## src/rtl/core_pkg.sv

```systemverilog
// Shared definitions for the core instruction sequencer:
// inst bit positions, the NOP word and the FSM state encoding.
package core_pkg;

  localparam int INST_W = 34;

  localparam int ACC_B  = 33;
  localparam int CENP_B = 32;
  localparam int WENP_B = 31;
  localparam int AP_HI  = 30;
  localparam int AP_LO  = 20;
  localparam int CENX_B = 19;
  localparam int WENX_B = 18;
  localparam int AX_HI  = 17;
  localparam int AX_LO  = 7;
  localparam int OFRD_B = 6;
  localparam int IFWR_B = 5;
  localparam int IFRD_B = 4;
  localparam int L0RD_B = 3;
  localparam int L0WR_B = 2;
  localparam int EXEC_B = 1;
  localparam int LOAD_B = 0;

  localparam logic [INST_W-1:0] NOP =
    (34'd1 << CENP_B) |
    (34'd1 << WENP_B) |
    (34'd1 << CENX_B) |
    (34'd1 << WENX_B);

  typedef enum logic [3:0] {
    IDLE,
    W_L0,
    W_LD,
    W_DRN,
    X_L0,
    X_EX,
    OF_RD,
    AC_RD,
    AC_WR,
    DONE
  } state_t;

endpackage

```

## src/rtl/core_ctrl_if.sv

```systemverilog
// Control-side bundle between the sequencer and the core:
// layer start/ofifo status in, instruction word and status out.
interface core_ctrl_if;
  import core_pkg::*;

  logic              start;
  logic              ofifo_valid;
  logic [INST_W-1:0] inst;
  logic              busy;
  logic              done;

  modport master (
    input  start,
    input  ofifo_valid,
    output inst,
    output busy,
    output done
  );

  modport slave (
    output start,
    output ofifo_valid,
    input  inst,
    input  busy,
    input  done
  );

endinterface

```

## src/rtl/core_ctrl_acc_addr_gen.sv

```systemverilog
// Psum read address for the accumulation pass: nested kernel
// row/col counters inside nested output row/col counters.
module acc_addr_gen #(
  parameter int k_width = 3,
  parameter int o_width = 4,
  parameter int i_width = 6,
  parameter int len_nij = 36
) (
  input  logic        clk,
  input  logic        reset,
  input  logic        clear,
  input  logic        step,
  output logic [10:0] addr
);

  localparam logic [3:0] KL = 4'(k_width - 1);
  localparam logic [3:0] OL = 4'(o_width - 1);

  logic [3:0] krow;
  logic [3:0] kcol;
  logic [3:0] orow;
  logic [3:0] ocol;
  logic [10:0] k;

  // Kernel counters advance every step; the output pixel
  // advances when the whole kernel window has been read.
  always_ff @(posedge clk or posedge reset) begin
    if (reset) begin
      krow <= '0;
      kcol <= '0;
      orow <= '0;
      ocol <= '0;
    end else if (clear) begin
      krow <= '0;
      kcol <= '0;
      orow <= '0;
      ocol <= '0;
    end else if (step) begin
      if (kcol == KL) begin
        kcol <= '0;
        if (krow == KL) begin
          krow <= '0;
          if (ocol == OL) begin
            ocol <= '0;
            orow <= (orow == OL) ? '0 : orow + 4'd1;
          end else begin
            ocol <= ocol + 4'd1;
          end
        end else begin
          krow <= krow + 4'd1;
        end
      end else begin
        kcol <= kcol + 4'd1;
      end
    end
  end

  always_comb begin
    k = 11'(krow) * 11'(k_width) + 11'(kcol);
    addr = k * 11'(len_nij)
         + (11'(orow) + 11'(krow)) * 11'(i_width)
         + 11'(ocol) + 11'(kcol);
  end

endmodule

```

## src/rtl/core_ctrl.sv

```systemverilog
// Layer sequencer: emits one registered core instruction per
// cycle for weight load, execute, psum drain and accumulation.
module core_ctrl
  import core_pkg::*;
#(
  parameter int col      = 8,
  parameter int row      = 8,
  parameter int len_kij  = 9,
  parameter int len_nij  = 36,
  parameter int len_onij = 16,
  parameter int i_width  = 6,
  parameter int o_width  = 4,
  parameter int k_width  = 3,
  parameter logic [10:0] w_base   = 11'd1024,
  parameter logic [10:0] out_base = 11'd512
) (
  input logic        clk,
  input logic        reset,
  core_ctrl_if.master bus
);

  state_t state;
  state_t state_n;

  logic [6:0] cnt;
  logic [6:0] cnt_n;
  logic [3:0] kij;
  logic [3:0] kij_n;
  logic [4:0] o;
  logic [4:0] o_n;

  logic [INST_W-1:0] inst;
  logic [INST_W-1:0] inst_n;
  logic busy;
  logic done;

  logic clear;
  logic step;
  logic [10:0] acc_a;

  acc_addr_gen #(
    .k_width (k_width),
    .o_width (o_width),
    .i_width (i_width),
    .len_nij (len_nij)
  ) u_acc (
    .clk   (clk),
    .reset (reset),
    .clear (clear),
    .step  (step),
    .addr  (acc_a)
  );

  always_ff @(posedge clk or posedge reset) begin
    if (reset) begin
      state <= IDLE;
      cnt   <= '0;
      kij   <= '0;
      o     <= '0;
      inst  <= NOP;
      busy  <= 1'b0;
      done  <= 1'b0;
    end else begin
      state <= state_n;
      cnt   <= cnt_n;
      kij   <= kij_n;
      o     <= o_n;
      inst  <= inst_n;
      busy  <= (state_n != IDLE);
      done  <= (state_n == DONE);
    end
  end

  always_comb begin
    state_n = state;
    cnt_n   = cnt;
    kij_n   = kij;
    o_n     = o;
    inst_n  = NOP;
    clear   = 1'b0;
    step    = 1'b0;
    unique case (state)
      IDLE: begin
        if (bus.start) begin
          state_n = W_L0;
          cnt_n   = '0;
          kij_n   = '0;
          o_n     = '0;
          clear   = 1'b1;
        end
      end
      W_L0: begin
        inst_n[CENX_B] = 1'b0;
        inst_n[AX_HI:AX_LO] = w_base
          + 11'(kij) * 11'(col) + 11'(cnt);
        inst_n[L0WR_B] = 1'b1;
        if (cnt == 7'(col - 1)) begin
          cnt_n   = '0;
          state_n = W_LD;
        end else begin
          cnt_n = cnt + 7'd1;
        end
      end
      W_LD: begin
        inst_n[L0RD_B] = 1'b1;
        inst_n[LOAD_B] = 1'b1;
        if (cnt == 7'(col - 1)) begin
          cnt_n   = '0;
          state_n = W_DRN;
        end else begin
          cnt_n = cnt + 7'd1;
        end
      end
      W_DRN: begin
        if (cnt == 7'(row + col - 1)) begin
          cnt_n   = '0;
          state_n = X_L0;
        end else begin
          cnt_n = cnt + 7'd1;
        end
      end
      X_L0: begin
        inst_n[CENX_B] = 1'b0;
        inst_n[AX_HI:AX_LO] = 11'(cnt);
        inst_n[L0WR_B] = 1'b1;
        if (cnt == 7'(len_nij - 1)) begin
          cnt_n   = '0;
          state_n = X_EX;
        end else begin
          cnt_n = cnt + 7'd1;
        end
      end
      X_EX: begin
        inst_n[L0RD_B] = 1'b1;
        inst_n[EXEC_B] = 1'b1;
        if (cnt == 7'(len_nij - 1)) begin
          cnt_n   = '0;
          state_n = OF_RD;
        end else begin
          cnt_n = cnt + 7'd1;
        end
      end
      OF_RD: begin
        // Without valid data the phase simply waits.
        if (bus.ofifo_valid) begin
          inst_n[OFRD_B] = 1'b1;
          inst_n[CENP_B] = 1'b0;
          inst_n[WENP_B] = 1'b0;
          inst_n[AP_HI:AP_LO] = 11'(kij) * 11'(len_nij)
            + 11'(cnt);
          if (cnt == 7'(len_nij - 1)) begin
            cnt_n = '0;
            if (kij != 4'(len_kij - 1)) begin
              kij_n   = kij + 4'd1;
              state_n = W_L0;
            end else begin
              o_n     = '0;
              clear   = 1'b1;
              state_n = AC_RD;
            end
          end else begin
            cnt_n = cnt + 7'd1;
          end
        end
      end
      AC_RD: begin
        inst_n[ACC_B]  = 1'b1;
        inst_n[CENP_B] = 1'b0;
        inst_n[AP_HI:AP_LO] = acc_a;
        step = 1'b1;
        if (cnt == 7'(len_kij - 1)) begin
          cnt_n   = '0;
          state_n = AC_WR;
        end else begin
          cnt_n = cnt + 7'd1;
        end
      end
      AC_WR: begin
        inst_n[CENP_B] = 1'b0;
        inst_n[WENP_B] = 1'b0;
        inst_n[AP_HI:AP_LO] = out_base + 11'(o);
        if (o == 5'(len_onij - 1)) begin
          state_n = DONE;
        end else begin
          o_n     = o + 5'd1;
          state_n = AC_RD;
        end
      end
      DONE: begin
        state_n = IDLE;
      end
      default: begin
        state_n = IDLE;
      end
    endcase
  end

  assign bus.inst = inst;
  assign bus.busy = busy;
  assign bus.done = done;

endmodule

```

## src/flat_wrapper.sv

```systemverilog
// flat-port wrapper written by rule: the top's interface ports become plain ports
module core_ctrl_flat import core_pkg::*;
#(
  parameter int col      = 8,
  parameter int row      = 8,
  parameter int len_kij  = 9,
  parameter int len_nij  = 36,
  parameter int len_onij = 16,
  parameter int i_width  = 6,
  parameter int o_width  = 4,
  parameter int k_width  = 3,
  parameter logic [10:0] w_base   = 11'd1024,
  parameter logic [10:0] out_base = 11'd512
)
  (clk, reset, bus_start, bus_ofifo_valid, bus_inst, bus_busy, bus_done);
  core_ctrl_if bus_i ();
  input logic clk;
  input logic reset;
  input wire logic [$bits(bus_i.start)-1:0] bus_start;
  input wire logic [$bits(bus_i.ofifo_valid)-1:0] bus_ofifo_valid;
  output wire logic [$bits(bus_i.inst)-1:0] bus_inst;
  output wire logic [$bits(bus_i.busy)-1:0] bus_busy;
  output wire logic [$bits(bus_i.done)-1:0] bus_done;
  assign bus_i.start = bus_start;
  assign bus_i.ofifo_valid = bus_ofifo_valid;
  assign bus_inst = bus_i.inst;
  assign bus_busy = bus_i.busy;
  assign bus_done = bus_i.done;
  core_ctrl #(.col(col), .row(row), .len_kij(len_kij), .len_nij(len_nij), .len_onij(len_onij), .i_width(i_width), .o_width(o_width), .k_width(k_width), .w_base(w_base), .out_base(out_base)) u_core (.clk(clk), .reset(reset), .bus(bus_i));
endmodule
```

## config.mk

```make
export PLATFORM = sky130hd
export DESIGN_NAME = core_ctrl_flat
export DESIGN_NICKNAME = d
export VERILOG_FILES = /design/src/rtl/core_pkg.sv /design/src/rtl/core_ctrl_if.sv /design/src/rtl/core_ctrl_acc_addr_gen.sv /design/src/rtl/core_ctrl.sv /design/src/flat_wrapper.sv
export SDC_FILE = /design/constraint.sdc
export NUM_CORES = 1
export LEC_CHECK = 0
export ABC_CLOCK_PERIOD_IN_PS = 14200
export CAP_MARGIN = 20
export CELL_PAD_IN_SITES_DETAIL_PLACEMENT = 1
export CELL_PAD_IN_SITES_GLOBAL_PLACEMENT = 1
export CORE_MARGIN = 1.5
export CORE_UTILIZATION = 28
export CTS_CLUSTER_DIAMETER = 80
export DETAILED_ROUTE_END_ITERATION = 7
export GPL_ROUTABILITY_DRIVEN = 0
export PLACE_DENSITY_LB_ADDON = 0.1
export SLEW_MARGIN = 20
export SYNTH_ARGS = -nofsm -noshare
export SYNTH_HDL_FRONTEND = slang
export SYNTH_HIERARCHICAL = 1
export SYNTH_SLANG_ARGS = --single-unit
```

## constraint.sdc

```tcl
create_clock -name clk -period 14.2 [get_ports clk]
set_input_delay 2.84 -clock clk [delete_from_list [all_inputs] [get_ports clk]]
set_output_delay 2.84 -clock clk [all_outputs]
set_load 0.05 [all_outputs]
```

# Word level (Yosys, flattened, before mapping)
# Cells that the tools add are included.
# word_totals
out_inout_bits,36
input_bits,4
wordCells,142
ff_bits,69
# classes
add_sub_neg,16
n_mux,66
n_mul,4
reduce_logical,20
n_eq_ne,25
# op_table
operator,n
two-way mux 4 bit,32
two-way mux 7 bit,6
case mux 7 bit (6 select lines),1
case mux 4 bit (9 select lines),1
case mux 11 bit (3 select lines),1
two-way mux 5 bit,5
"equality test 4 x 2 -> 1 bit, second input constant",6
adder 11 x 4 -> 11 bit,2
case mux 11 bit (2 select lines),1
"adder 4 x 1 -> 4 bit, second input constant",5
"equality test 4 x 3 -> 1 bit, second input constant",4
case mux 5 bit (3 select lines),1
"equality test 7 x 4 -> 1 bit, second input constant",2
two-way mux 13 bit,1
two-way mux 1 bit,12
"adder 10 x 5 -> 11 bit, first input constant",1
adder 10 x 7 -> 11 bit,1
adder 11 x 7 -> 11 bit,1
"adder 11 x 7 -> 11 bit, first input constant",1
adder 11 x 8 -> 11 bit,1
nonzero test 2 bit,5
OR reduction 2 bit,5
"multiplier 7 x 4 -> 9 bit, second input constant",1
"equality test 4 bit, second input constant",2
26 further kinds,33

# Longest topological paths before layout
# logic_depth
ltp_word,7
ltp_mapped,19
mapped_depth_nobuf,19

# Modules after synthesis
# Netlist, hierarchy kept.
# modules_own_cells
mod,cells_each,seq_area_each_um2,instances,area_per_inst_um2
core_ctrl,297,1280.0,1,2924.1
acc_addr_gen,224,400.4,1,2104.5

# Worst setup path before layout
# OpenSTA, ideal clock, no wires.
# synth_path
path_type,reg-to-reg
from,reg u_core.u_acc.krow[1]
to,reg u_core.inst[30] (netlist: u_core/bus.inst[30])
path_stages_with_launch,18
period_less_slack_ps,4623
path_buffers,0
t_required_ps,14079
arrival_time_ps,4502
setup_ps,121
setup_slack_ps,9577
path_cell_list,dfrtp_1 > inv_1 > fa_1 > inv_1 > ha_1 > fa_1 > a21o_1 > a21o_1 > ha_1 > fa_1 > ha_1 > ha_1 > ha_1 > o21ai_0 > a21oi_1 > o41ai_1 > xnor2_1 > a22o_1
# synth_via
elab_chain_cells,7
elab_cells_between_ends,9
classes_between,add/sub: 5; mul: 3; mux: 1
# synth_rtl
element,line,text
"start, declared",core_ctrl_acc_addr_gen.sv:19,logic [3:0] krow;
"start signal, assigned",core_ctrl_acc_addr_gen.sv:50,krow <= krow + 4'd1;
multiplier 4 x 2 -> 6 bit,core_ctrl_acc_addr_gen.sv:59,k = 11'(krow) * 11'(k_width) + 11'(kcol);
adder 6 x 4 -> 7 bit,core_ctrl_acc_addr_gen.sv:59,
multiplier 7 x 4 -> 9 bit,core_ctrl_acc_addr_gen.sv:60,addr = k * 11'(len_nij)
adder 11 x 8 -> 11 bit (*),core_ctrl_acc_addr_gen.sv:61,+ (11'(orow) + 11'(krow)) * 11'(i_width)
adder 11 x 4 -> 11 bit (*) (2 in a row),core_ctrl_acc_addr_gen.sv:62,+ 11'(ocol) + 11'(kcol);
net u_core.acc_a[10],core_ctrl.sv:39,logic [10:0] acc_a;
case mux 11 bit (3 select lines) (*),core_ctrl.sv:82,unique case (state)
net u_core.inst_n[30],core_ctrl.sv:33,logic [INST_W-1:0] inst_n;
"end signal, assigned",core_ctrl.sv:68,inst <= inst_n;
"end, declared",core_ctrl.sv:32,logic [INST_W-1:0] inst;
# Mark *: on every way through the listed nets, which the timed path passes. The rest lies on a longest branch.
# A chain may end at the register's enable or synchronous reset.

# Worst setup path after layout
# layout_path
from,in bus_ofifo_valid
to,reg u_core.u_acc.orow[2]
# layout_via
elab_chain_cells,4
elab_cells_between_ends,8
classes_between,mux: 3; reduce/logical: 5
# layout_rtl
element,line,text
"start, declared",flat_wrapper.sv:20,input wire logic [$bits(bus_i.ofifo_valid)-1:0] bus_ofifo_valid;
two-way mux 1 bit (*),core_ctrl.sv:145,if (bus.ofifo_valid) begin
case mux 1 bit (2 select lines) (*),core_ctrl.sv:82,
net u_core.clear,core_ctrl.sv:37,logic clear;
nonzero test 2 bit (no line),n/a,
AND reduction 4 bit (no line),n/a,
"end signal, assigned",core_ctrl_acc_addr_gen.sv:45,orow <= (orow == OL) ? '0 : orow + 4'd1;
"end, declared",core_ctrl_acc_addr_gen.sv:21,logic [3:0] orow;
# Marked as above.

==> flow_summary.yaml <==
placed_design:
  place_inst: 770
  pre_cts_slack_ns: 8.80
  dp_hpwl_mm: 10.1
  port_buffers: 34
power_and_ir_drop:
  p_leak_nw: 2.91
  switching_share_pct: 44.2
  p_int_w: 0.000677
  seqPwrFrac_pct: 23.1
  p_total_w: 0.00121
  p_sw_w: 0.000535
  clkPwrFrac_pct: 22.2
  combPwrFrac_pct: 54.7
  ir_drop_uv: 89.1
  power-per-cell-area_nw_per_um2: 204
yosys:
  synthFlopType: "dfrtp_1"
  synthCells: 521
  yosys.area.top_type_share_pct: 31.8
  syn_area_per_cell_um2: 9.65
  ys_seq_elements: 67
  yosysUniqueCellTypes: 69
  synth_edf_count: 0
  ys_seq_area_share_pct: 33.4
  synth_top_area_cell: "dfrtp_1"
  syn_area_um2: 5030
  synth_area_leaders: "dfrtp_1, ha_1, fa_1"
  ys_top_cells_by_count: "ha_1, dfrtp_1, inv_1"
  synth_most_common_cell: "ha_1"
  async_flop_share_pct: 100
  ys_warn_count: 6
die:
  start_util_pct: 28.9
  core_area_um2: 17400
  fp.dieH_um: 137
  io_pins: 40
  dieArea_um2: 18800
  rows: 48
  die_w_um: 137
critical_path:
  startpoint_type: "primary input"
  crit_required_ns: 14.46
  r2r_cells: 17
  critPathArrivalTime_ns: 5.28
  end_kind: "flip-flop"
  path_max_fanout: 14
  critPathCapture: "u_core/u_acc/orow[2]"
  r2r-start: "u_core/u_acc/krow[1]"
  criticalPathCategory: "in2reg"
  r2r_setup_slack_ns: 9.21
  r2r_end: "u_core/bus.inst[30]"
  critPathLaunch: "bus_ofifo_valid"
layout:
  fill_cells: 2011
  drive_above_1_share_pct: 8.73
  n_antenna_cell: 0
  final_nets: 640
  syn2layout_area_growth_pct: 18.2
  finalNonFillerCells: 786
  post-route-util_pct: 34.1
  seq_area_um2: 1680
  multi_input_area_um2: 3100
clock_tree:
  clockBufferDepth: 2
  cts_setup_buffers: 0
  cts-resized-gates: 0
  hold_buffers: 0
  clk_pin_slew_ns: 0.06
  cts_buffers: 9
  cts_root_buf: "clkbuf_16"
  cts_tree: "yes"
  htreeDepth: 3
  cts_sinks: 67
  clock_latency_ns: 0.34
routing:
  firstDrtPassIters: 4
  postRouteAntennaNets: 0
  routed_wl_mm: 13.2
  vias: 3905
  avgRoutedWirePerCell_um: 16.8
  drtIter0Drc: 261
  drcViolationCount: 0
  viasPerCell: 4.97
grt:
  grt_pass1_vias: 4174
  grt_max_degree: 52
  antenna_found_initial: 0
  grt_pass1_wl_mm: 22.0
  gr-total-overflow: 0
  grt_usage_pct: 15.4
sta:
  maxSlewViolCount: 0
  rsz0062_at_grt: "false"
  tightest_slew_ns: 1.06
  fin_crit_sh_pct: 35.4
  setup_tns_ns: 0
  setup_ws_ns: 9.18
  hold_violations: 0
  finalSetupViolCount: 0
  finClkSkew_ns: 0.00971
  max_freq_ghz: 0.199
  slew_headroom_pct: 28.7
  min_period_ns: 5.02
run_status:
  status: "completed"
min_path:
  hold_class: "reg2reg"
run:
  maxCapViolCount: 0
==> critical path, stage by stage <==
cell	delay, ns
clkdlybuf4s50_1	0.58
nand2_2	0.20
o31ai_1	0.23
buf_4	0.24
a21oi_2	0.09
or3_1	0.52
or4_1	0.44
a21oi_1	0.15
==> power by group through the flow <==
stage,combinational [W],sequential [W],clock [W]
after global routing,0.000759,0.000286,0.000285
after CTS,0.000682,0.000281,0.000278
after global placement,0.000663,0.000283,0
after detailed placement,0.000678,0.000284,0
final,0.000663,0.000280,0.000270
after floorplan,0.000470,0.000304,0
==> placed cells by master (no fill, tap or decap), types with 4 or more instances in the layout <==
cell type	count
nor2b_1	8
conb_1	5
nor2_1	33
a22o_1	5
clkbuf_16	9
nand3_1	15
nand2b_1	9
inv_1	41
mux2i_1	6
and3_1	5
clkdlybuf4s50_1	34
or2_2	5
nor3_1	13
a21oi_1	23
nand2_1	30
buf_4	4
dfrtp_1	64
o21ai_0	38
a21o_1	15
xor2_1	12
nand4_1	4
ha_1	65
fa_1	15
xnor2_1	18
a211oi_1	4
==> flip-flops by register name (all words and copies together) (netlist names) <==
signal	count
u_core/bus.inst	29
u_core/cnt	7
u_core/o	5
u_core/kij	4
u_core/state	4
u_core/u_acc/kcol	4
u_core/u_acc/krow	4
u_core/u_acc/ocol	4
u_core/u_acc/orow	4
u_core/bus.busy	1
u_core/bus.done	1
==> through the flow <==
stage                     hold slack (ns)  area [µm²]
final                               0.521        5950
after global routing                0.565        5950
after CTS                           0.531        5950
after detailed placement            0.523        5600
after global placement              0.522        5600
after floorplan                     0.483        5040
==> layout make-up <==
type / instances / area share (%)
inverter: 43 / 2.71
multi-input combinational: 397 / 52.2
tap: 225 / 4.73
clock buffer: 10 / 4.02
timing repair buffer: 38 / 6.23
sequential: 67 / 28.3
clock inverter: 6 / 1.87
==> how the worst min path moves through the flow <==
stage	from	cells after the start	slack, ns	endpoint
finish	u_core/o[0]	1	0.52	u_core/o[0]
global route	u_core/o[0]	1	0.57	u_core/o[0]
CTS	u_core/o[0]	1	0.53	u_core/o[0]
detailed placement	u_core/o[0]	1	0.52	u_core/o[0]
global placement	u_core/o[0]	1	0.52	u_core/o[0]
floorplan	u_core/o[3]	1	0.48	u_core/o[3]
==> metal layers <==
metal	track usage, %	up-vias	part of all wire, %
li1	-	1902	-
met5	0	-	0
met1	22.3	1957	52
met3	2.78	8	2.4
met2	23.3	38	44
met4	4.44	0	1.1
==> logic make-up (layout without fill, tap and decap cells) <==
group                    after synthesis  after routing  share of synthesized area (%)
XOR/XNOR                              30             30                           5.23
adder cells (fa/ha/maj)               80             80                           22.1
buffers and inverters                 60             97                           5.13
flip-flops                            67             67                           33.4
AND/OR/NAND/NOR                      157            157                           17.4
other                                  2              5                          0.149
multiplexers                           6              6                           1.19
AO/OA/AOI/OAI                        119            119                           15.3
Power figures use the tool's default switching activity.
